$ cat src/rtl/vram_scroll_ctrl_pkg.sv
// vram_scroll_ctrl shared definitions
// text VRAM geometry and engine state encoding
package vram_scroll_ctrl_pkg;

   localparam int ROW_WORDS   = 40;
   localparam int ROWS        = 30;
   localparam int ADDR_W      = 11;
   localparam int VRAM_WORDS  = ROW_WORDS * ROWS;
   localparam int SCROLL_LAST = VRAM_WORDS - ROW_WORDS - 1;

   typedef enum logic [2:0] {
      ST_IDLE,
      ST_RD,
      ST_CAP,
      ST_WR,
      ST_FILL,
      ST_FIN
   } state_e;

endpackage

$ cat src/rtl/vram_scroll_ctrl_if.sv
// vram_scroll_ctrl bus bundle
// host Avalon-MM slave side plus VRAM port A
interface vram_scroll_ctrl_if #(
   parameter int ADDR_W = vram_scroll_ctrl_pkg::ADDR_W
);

   logic              AVL_CS;
   logic              AVL_READ;
   logic              AVL_WRITE;
   logic [3:0]        AVL_BYTE_EN;
   logic [ADDR_W-1:0] AVL_ADDR;
   logic [31:0]       AVL_WRITEDATA;
   logic [31:0]       AVL_READDATA;

   logic [ADDR_W-1:0] RAM_ADDR;
   logic [3:0]        RAM_BYTEEN;
   logic [31:0]       RAM_WDATA;
   logic              RAM_RDEN;
   logic              RAM_WREN;
   logic [31:0]       RAM_Q;

   modport slave (
      input  AVL_CS, AVL_READ, AVL_WRITE,
      input  AVL_BYTE_EN, AVL_ADDR, AVL_WRITEDATA,
      output AVL_READDATA,
      output RAM_ADDR, RAM_BYTEEN, RAM_WDATA,
      output RAM_RDEN, RAM_WREN,
      input  RAM_Q
   );

   modport master (
      output AVL_CS, AVL_READ, AVL_WRITE,
      output AVL_BYTE_EN, AVL_ADDR, AVL_WRITEDATA,
      input  AVL_READDATA,
      input  RAM_ADDR, RAM_BYTEEN, RAM_WDATA,
      input  RAM_RDEN, RAM_WREN,
      output RAM_Q
   );

endinterface

$ cat src/rtl/vram_scroll_ctrl.sv
// VRAM scroll/clear engine and port-A arbiter
// host always owns port A; engine runs in host-idle cycles
module vram_scroll_ctrl #(
   parameter int ROW_WORDS = vram_scroll_ctrl_pkg::ROW_WORDS,
   parameter int ROWS      = vram_scroll_ctrl_pkg::ROWS,
   parameter int ADDR_W    = vram_scroll_ctrl_pkg::ADDR_W
) (
   input  logic              CLK,
   input  logic              RESET,
   input  logic              CMD_SCROLL,
   input  logic              CMD_CLEAR,
   input  logic [31:0]       FILL_WORD,
   output logic              BUSY,
   output logic              DONE,
   vram_scroll_ctrl_if.slave bus
);

   import vram_scroll_ctrl_pkg::*;

   localparam logic [ADDR_W-1:0] ROW_OFS =
      ADDR_W'(ROW_WORDS);
   localparam logic [ADDR_W-1:0] SCROLL_END =
      ADDR_W'(ROW_WORDS * (ROWS - 1) - 1);
   localparam logic [ADDR_W-1:0] BOTTOM =
      ADDR_W'(ROW_WORDS * (ROWS - 1));
   localparam logic [ADDR_W-1:0] FILL_END =
      ADDR_W'(ROW_WORDS * ROWS - 1);
   localparam logic [ADDR_W-1:0] ONE = ADDR_W'(1);

   state_e            state_q, state_d;
   logic [ADDR_W-1:0] idx_q, idx_d;
   logic [31:0]       data_q, data_d;
   logic [31:0]       fill_q, fill_d;
   logic [ADDR_W-1:0] src;
   logic              host;
   logic              src_hit;

   assign host    = bus.AVL_CS & (bus.AVL_READ | bus.AVL_WRITE);
   assign src     = idx_q + ROW_OFS;
   // a host write to the word we are moving makes the copy stale
   assign src_hit = bus.AVL_CS & bus.AVL_WRITE
                  & (bus.AVL_ADDR == src);

   assign bus.AVL_READDATA = bus.RAM_Q;

   // state, index, data and fill-pattern registers
   always_ff @(posedge CLK) begin
      if (!RESET) begin
         state_q <= ST_IDLE;
         idx_q   <= '0;
         data_q  <= '0;
         fill_q  <= '0;
      end else begin
         state_q <= state_d;
         idx_q   <= idx_d;
         data_q  <= data_d;
         fill_q  <= fill_d;
      end
   end

   // next-state: RD/WR/FILL wait for host-idle, CAP never waits
   always_comb begin
      state_d = state_q;
      idx_d   = idx_q;
      data_d  = data_q;
      fill_d  = fill_q;
      unique case (state_q)
         ST_IDLE: begin
            if (CMD_CLEAR) begin
               state_d = ST_FILL;
               idx_d   = '0;
               fill_d  = FILL_WORD;
            end else if (CMD_SCROLL) begin
               state_d = ST_RD;
               idx_d   = '0;
               fill_d  = FILL_WORD;
            end
         end
         ST_RD: begin
            if (!host) state_d = ST_CAP;
         end
         ST_CAP: begin
            data_d  = bus.RAM_Q;
            state_d = src_hit ? ST_RD : ST_WR;
         end
         ST_WR: begin
            if (src_hit) begin
               state_d = ST_RD;
            end else if (!host) begin
               if (idx_q == SCROLL_END) begin
                  state_d = ST_FILL;
                  idx_d   = BOTTOM;
               end else begin
                  state_d = ST_RD;
                  idx_d   = idx_q + ONE;
               end
            end
         end
         ST_FILL: begin
            if (!host) begin
               if (idx_q == FILL_END) state_d = ST_FIN;
               else idx_d = idx_q + ONE;
            end
         end
         ST_FIN: begin
            state_d = ST_IDLE;
            idx_d   = '0;
         end
         default: state_d = ST_IDLE;
      endcase
   end

   // outputs: status flags and the port-A mux
   always_comb begin
      BUSY           = (state_q != ST_IDLE) && (state_q != ST_FIN);
      DONE           = (state_q == ST_FIN);
      bus.RAM_ADDR   = '0;
      bus.RAM_BYTEEN = '0;
      bus.RAM_WDATA  = '0;
      bus.RAM_RDEN   = 1'b0;
      bus.RAM_WREN   = 1'b0;
      if (host) begin
         bus.RAM_ADDR   = bus.AVL_ADDR;
         bus.RAM_BYTEEN = bus.AVL_BYTE_EN;
         bus.RAM_WDATA  = bus.AVL_WRITEDATA;
         bus.RAM_RDEN   = bus.AVL_READ;
         bus.RAM_WREN   = bus.AVL_WRITE;
      end else begin
         unique case (state_q)
            ST_RD: begin
               bus.RAM_ADDR   = src;
               bus.RAM_BYTEEN = 4'hF;
               bus.RAM_RDEN   = 1'b1;
            end
            ST_WR: begin
               bus.RAM_ADDR   = idx_q;
               bus.RAM_BYTEEN = 4'hF;
               bus.RAM_WDATA  = data_q;
               bus.RAM_WREN   = 1'b1;
            end
            ST_FILL: begin
               bus.RAM_ADDR   = idx_q;
               bus.RAM_BYTEEN = 4'hF;
               bus.RAM_WDATA  = fill_q;
               bus.RAM_WREN   = 1'b1;
            end
            default: ;
         endcase
      end
   end

endmodule

$ cat src/flat_wrapper.sv
// flat-port wrapper written by rule: the top's interface ports become plain ports
module vram_scroll_ctrl_flat import vram_scroll_ctrl_pkg::*;
#(
   parameter int ROW_WORDS = vram_scroll_ctrl_pkg::ROW_WORDS,
   parameter int ROWS      = vram_scroll_ctrl_pkg::ROWS,
   parameter int ADDR_W    = vram_scroll_ctrl_pkg::ADDR_W
)
  (CLK, RESET, CMD_SCROLL, CMD_CLEAR, FILL_WORD, BUSY, DONE, bus_AVL_CS, bus_AVL_READ, bus_AVL_WRITE, bus_AVL_BYTE_EN, bus_AVL_ADDR, bus_AVL_WRITEDATA, bus_AVL_READDATA, bus_RAM_ADDR, bus_RAM_BYTEEN, bus_RAM_WDATA, bus_RAM_RDEN, bus_RAM_WREN, bus_RAM_Q);
  vram_scroll_ctrl_if #(.ADDR_W(ADDR_W)) bus_i ();
  input  logic CLK;
  input  logic RESET;
  input  logic CMD_SCROLL;
  input  logic CMD_CLEAR;
  input  logic [31:0] FILL_WORD;
  output logic BUSY;
  output logic DONE;
  input wire logic [$bits(bus_i.AVL_CS)-1:0] bus_AVL_CS;
  input wire logic [$bits(bus_i.AVL_READ)-1:0] bus_AVL_READ;
  input wire logic [$bits(bus_i.AVL_WRITE)-1:0] bus_AVL_WRITE;
  input wire logic [$bits(bus_i.AVL_BYTE_EN)-1:0] bus_AVL_BYTE_EN;
  input wire logic [$bits(bus_i.AVL_ADDR)-1:0] bus_AVL_ADDR;
  input wire logic [$bits(bus_i.AVL_WRITEDATA)-1:0] bus_AVL_WRITEDATA;
  output wire logic [$bits(bus_i.AVL_READDATA)-1:0] bus_AVL_READDATA;
  output wire logic [$bits(bus_i.RAM_ADDR)-1:0] bus_RAM_ADDR;
  output wire logic [$bits(bus_i.RAM_BYTEEN)-1:0] bus_RAM_BYTEEN;
  output wire logic [$bits(bus_i.RAM_WDATA)-1:0] bus_RAM_WDATA;
  output wire logic [$bits(bus_i.RAM_RDEN)-1:0] bus_RAM_RDEN;
  output wire logic [$bits(bus_i.RAM_WREN)-1:0] bus_RAM_WREN;
  input wire logic [$bits(bus_i.RAM_Q)-1:0] bus_RAM_Q;
  assign bus_i.AVL_CS = bus_AVL_CS;
  assign bus_i.AVL_READ = bus_AVL_READ;
  assign bus_i.AVL_WRITE = bus_AVL_WRITE;
  assign bus_i.AVL_BYTE_EN = bus_AVL_BYTE_EN;
  assign bus_i.AVL_ADDR = bus_AVL_ADDR;
  assign bus_i.AVL_WRITEDATA = bus_AVL_WRITEDATA;
  assign bus_AVL_READDATA = bus_i.AVL_READDATA;
  assign bus_RAM_ADDR = bus_i.RAM_ADDR;
  assign bus_RAM_BYTEEN = bus_i.RAM_BYTEEN;
  assign bus_RAM_WDATA = bus_i.RAM_WDATA;
  assign bus_RAM_RDEN = bus_i.RAM_RDEN;
  assign bus_RAM_WREN = bus_i.RAM_WREN;
  assign bus_i.RAM_Q = bus_RAM_Q;
  vram_scroll_ctrl #(.ROW_WORDS(ROW_WORDS), .ROWS(ROWS), .ADDR_W(ADDR_W)) u_core (.CLK(CLK), .RESET(RESET), .CMD_SCROLL(CMD_SCROLL), .CMD_CLEAR(CMD_CLEAR), .FILL_WORD(FILL_WORD), .BUSY(BUSY), .DONE(DONE), .bus(bus_i));
endmodule
$ cat config.mk
export PLATFORM = sky130hd
export DESIGN_NAME = vram_scroll_ctrl_flat
export DESIGN_NICKNAME = d
export VERILOG_FILES = /design/src/rtl/vram_scroll_ctrl_pkg.sv /design/src/rtl/vram_scroll_ctrl_if.sv /design/src/rtl/vram_scroll_ctrl.sv /design/src/flat_wrapper.sv
export SDC_FILE = /design/constraint.sdc
export NUM_CORES = 1
export LEC_CHECK = 0
export CAP_MARGIN = 20
export CELL_PAD_IN_SITES_DETAIL_PLACEMENT = 0
export CELL_PAD_IN_SITES_GLOBAL_PLACEMENT = 1
export CORE_AREA = 2 2 128 130
export CTS_BUF_LIST = sky130_fd_sc_hd__clkbuf_8
export DETAILED_ROUTE_END_ITERATION = 8
export DIE_AREA = 0 0 130 132
export PLACE_DENSITY = 0.8
export SLEW_MARGIN = 25
export SYNTH_ARGS = -nofsm -noshare
export SYNTH_HDL_FRONTEND = slang
export SYNTH_SLANG_ARGS = --single-unit
$ cat constraint.sdc
create_clock -name CLK -period 2.8 [get_ports CLK]
set_clock_uncertainty 0.05 [all_clocks]
set_input_delay 0.56 -clock CLK [delete_from_list [all_inputs] [get_ports CLK]]
set_output_delay 0.56 -clock CLK [all_outputs]
set_load 0.1 [all_outputs]
Yosys cells after proc, flatten, opt, wreduce, memory -nomap -nowiden
Index checks and enable logic that the tools add are counted.
- add/subtract/negate cells: 2
- equal/unequal tests: 17
- muxes and demuxes: 30
- bitwise gates (word level): 4
- reductions and logical operators: 10
- operator list (operator ; number):
    $mux W32 ; 3
    $mux W11 ; 8
    $pmux W32 S2 ; 1
    $pmux W11 S4 ; 1
    $mux W3 ; 8
    $eq A11 B11 Y1 const B ; 2
    $pmux W11 S2 ; 1
    $pmux W3 S5 ; 1
    $add A11 B1 Y11 const B ; 1
    $add A11 B6 Y11 const B ; 1
    $eq A11 B11 Y1 ; 1
    $ne A2 B2 Y1 const B ; 5
    $ne A3 B3 Y1 const B ; 3
    $mux W4 ; 2
    $eq A3 B2 Y1 const B ; 2
    $eq A3 B3 Y1 const B ; 2
    $reduce_and A6 Y1 ; 1
    $reduce_and A5 Y1 ; 1
    $mux W1 ; 4
    $reduce_bool A4 Y1 ; 1
    $and A1 B1 Y1 ; 3
    $eq A3 B1 Y1 const B ; 1
    $logic_not A3 Y1 ; 1
    $reduce_bool A3 Y1 ; 1
    other kinds (8) ; 8
- register bits after elaboration: 78
- input bits: 118
- output and inout bits: 83
- logic and storage cells: 67

Longest topological paths before layout
- depth in word-level cells: 5
- depth in mapped cells: 8
- gate-level depth less buffers: 7

Least setup slack after synthesis
No wires, ideal clock.
- path kind: register -> output
- from: register u_core.state_q[2]
- to: output bus_RAM_ADDR[9]
- arrival time: 3.542 ns
- data required time: 2.190 ns
- slack: -1.352 ns
- cell stages (with the launch flop): 9
- buffers on the path: 2
- cell sequence: dfxtp_1 clkbuf_1 nor2b_1 and2_1 clkbuf_1 nor2_1 nand2_1 a21oi_1 o21ai_0
- word-level cells in the longest chain between the ends: 4
- elaborated cells between the ends (all ways): 6
- those cells by class: eq/ne (3); mux (2); reduce/logical (1)
- RTL lines (what ; RTL line ; text):
    from (decl) ; vram_scroll_ctrl.sv:30 ; state_e state_q, state_d;
    from (signal assigned) ; vram_scroll_ctrl.sv:54 ; state_q <= state_d;
    $eq A3 B2 Y1 / $eq A3 B3 Y1 (equally long branches) ; vram_scroll_ctrl.sv:129 ; unique case (state_q)
    $reduce_or A2 Y1 (no line) ; - ;
    $pmux W11 S2 * ; vram_scroll_ctrl.sv:129 ;
    $mux W11 * ; vram_scroll_ctrl.sv:122 ; if (host) begin
    to (decl) ; flat_wrapper.sv:24 ; output wire logic [$bits(bus_i.RAM_ADDR)-1:0] bus_RAM_ADDR;
Every way passes the cells marked *; elsewhere a longest branch is shown, timed or not.

Worst setup path after layout
- from: input bus_AVL_WRITE
- to: output bus_RAM_ADDR[4]
- word-level cells in the longest chain between the ends: 3
- RTL lines (what ; RTL line ; text):
    from (decl) ; flat_wrapper.sv:19 ; input wire logic [$bits(bus_i.AVL_WRITE)-1:0] bus_AVL_WRITE;
    $or A1 B1 Y1 ; vram_scroll_ctrl.sv:38 ; assign host = bus.AVL_CS & (bus.AVL_READ | bus.AVL_WRITE);
    $and A1 B1 Y1 ; vram_scroll_ctrl.sv:38 ;
    $mux W11 ; vram_scroll_ctrl.sv:122 ;
No other way between the ends.

==> impl_metrics.py <==
metrics = {
    "global_route": {
        "antenna_found_initial": 0,
        "grt_pass1_vias": 5328,
        "overflow": 0,
        "grt_pass1_wl_um": 26200,
        "grt_usage_pct": 18.9,
        "grt_max_degree": 39,
    },
    "yosys": {
        "syn_area_per_cell_um2": 7.28,
        "synth_most_common_cell": "nand2_1",
        "syn_area_um2": 4630,
        "yosysUniqueCellTypes": 48,
        "synth_top_cell_area_share_pct": 33.7,
        "synthTopCellsByArea": "dfxtp_1 34%, nand2_1 13%, nor2_1 7.1%",
        "syn_inst": 636,
        "synth_edf_count": 0,
        "synth-main-ff-cell": "dfxtp_1",
        "async_flop_share_pct": 0,
        "synth_warnings": 0,
        "synth_commonest_cells": "160 x nand2_1, 88 x nor2_1, 78 x dfxtp_1",
        "syn-num-nets": 756,
        "ys_seq_area_share_pct": 33.7,
        "ys_seq_elements": 78,
        "yosys.area.top_type": "dfxtp_1",
    },
    "floorplan": {
        "num_io_pins": 201,
        "initial_core_util_pct": 29.5,
        "placementRows": 46,
        "fp.coreArea_um2": 15700,
        "die_w_um": 130,
        "dieHeight_um": 132,
        "die_area_um2": 17200,
    },
    "cells_and_area": {
        "final_layout_size_suffix_gt1_share_pct": 26.4,
        "num_antenna_cells": 0,
        "final_util_pct": 52.9,
        "nets": 940,
        "n_fill_cell": 1438,
        "syn_to_final_growth_pct": 79.5,
    },
    "routing": {
        "viasPerCell": 4.95,
        "ant_nets": 0,
        "drt_iter0_drc": 352,
        "drtPass1Iterations": 4,
        "route.detailed.drc": 0,
        "wl_um": 16000,
        "vias": 5153,
        "routedWlPerCell_um": 15.4,
    },
    "cts": {
        "clk_pin_slew_ps": 80,
        "numCtsBuffers": 9,
        "clock_sink_count": 78,
        "cts_tree": "built",
        "cts_max_path_buffers": 2,
        "hold_buffers": 0,
        "htree_num_levels": 3,
        "cts_root_buf": "clkbuf_8",
        "clkLatencyLatePin_ps": 350,
    },
    "hold_path": {
        "hold_class": "flop to flop",
    },
    "sta": {
        "rsz0062_at_grt": "no",
        "hold_viol": 0,
        "clock.fmax_mhz": 364,
        "setup_slack_ps": 51.8,
        "worst_hold_slack_ps": 406,
        "tightest_slew_ps": 663,
        "slew_viol_final": 0,
        "min_period_over_period_pct": 98.1,
        "final.min_clock_period_ps": 2750,
        "slew_headroom_pct": 55.8,
        "setup_viol_count_final": 0,
    },
    "power_and_ir_drop": {
        "irDropWorstVdd_mv": 0.394,
        "power.density_nw_per_um2": 605,
        "power.leakage_nw": 3.21,
        "finalPower_mw": 5.03,
    },
    "run": {
        "drv_cap": 0,
    },
    "setup_path": {
        "cp.arrival_ps": 2140,
        "crit_fanout": 26,
        "worst-r2r-cell-count": 6,
        "required_ps": 2190,
        "cp-start-kind": "primary input",
        "cp-end-kind": "primary output",
        "cp-startpoint": "bus_AVL_WRITE",
        "setup.worst_path.end": "bus_RAM_ADDR[4]",
        "r2r_start": "u_core.idx_q[7]",
        "r2r-end": "u_core.idx_q[9]",
        "worstSetupPathType": "primary input to primary output",
        "rrSetupSlack_ps": 240,
    },
    "placed_design": {
        "port_buffers": 200,
        "dp.final_hpwl_um": 12100,
        "routabilityCongestion": 0.840,
        "post-place-ws_ps": 24.1,
    },
    "outcome": {
        "status": "complete, no violations",
    },
}
[report_power, final]
part	leakage (nW)	switching [mW]	internal (mW)
Sequential	0.637	0.0969	1.25
Combinational	2.47	1.81	1.08
Clock	0.0996	0.405	0.389
[kinds of logic (layout without fill, tap and decap cells)]
family | Yosys count | after routing | synth area share, %
fa+ha+maj | 2 | 2 | 0.540
simple gates | 294 | 294 | 26.4
xor+xnor | 23 | 23 | 4.35
buf+inv | 85 | 274 | 9.88
flops | 78 | 78 | 33.7
compound gates | 154 | 154 | 25.1
[cell type report]
class / count / area (um2) / area share (%)
clock buffers: 12 / 165 / 1.99
clock inverters: 4 / 21.3 / 0.256
inverters: 4 / 15.0 / 0.181
multi-input cells: 473 / 2970 / 35.7
flip-flops and latches: 78 / 1570 / 18.8
well taps: 216 / 270 / 3.25
repair buffers: 254 / 3310 / 39.8
[worst min path at each step]
stage	start	end	slack, ps	depth (start not counted)
floorplan	u_core.data_q[10]	u_core.data_q[10]	380	2
global placement	u_core.data_q[14]	u_core.data_q[14]	390	2
CTS	u_core.fill_q[12]	u_core.fill_q[12]	410	2
finish	u_core.data_q[28]	u_core.data_q[28]	410	2
detailed placement	u_core.fill_q[12]	u_core.fill_q[12]	400	2
global route	u_core.fill_q[3]	u_core.fill_q[3]	430	2
[flip-flops by register name (all words and copies together) (netlist names)]
signal,cells
u_core.fill_q,32
u_core.idx_q,11
u_core.data_q,32
u_core.state_q,3
[layout by cell type (no fill, tap or decap), types with 5 or more instances in the layout]
master / netlist / layout
a21boi_0: 25 / 25
a21boi_1: 39 / 39
a21o_1: 6 / 6
a21oi_1: 15 / 14
a221oi_1: 34 / 30
and3_1: 5 / 5
buf_12: 0 / 89
buf_4: 32 / 48
clkbuf_8: 0 / 12
clkdlybuf4s50_1: 0 / 115
dfxtp_1: 78 / 75
nand2_1: 160 / 160
nand3_1: 6 / 6
nand4_1: 7 / 7
nor2_1: 88 / 53
nor2_4: 0 / 31
nor3_1: 9 / 8
o21ai_0: 10 / 7
o21ai_4: 0 / 5
xnor2_1: 14 / 14
xor2_1: 9 / 9
[critical path, stage by stage]
cell,delay (ps)
clkdlybuf4s50_1,480
o21a_2,270
buf_12,170
a221oi_1,380
nor2_2,90
buf_12,180
[metrics by stage]
stage	area, um2	setup TNS (ps)	instances
floorplan	4920	-70.9	636
global placement	8050	0	1024
detailed placement	8050	0	1024
CTS	8240	-77.3	1040
global route	8320	0	1041
finish	8320	0	1041
[what timing repair did]
action / in CTS / in global routing
pin swaps: 0 / 2
gates resized for setup: 3 / 14
setup buffers: 0 / 1
endpoints found under the setup margin: 38 / 47
[metal layers]
metal	wire, um	vias to the layer above	share of wire [%]	GRT usage (%)
met1	6660	2444	42	23.4
li1	-	2500	-	-
met3	1120	19	7.0	3.94
met5	0	-	0	0
met4	261	0	1.6	5.73
met2	7990	190	50	32.7
Power figures use the tool's default switching activity.
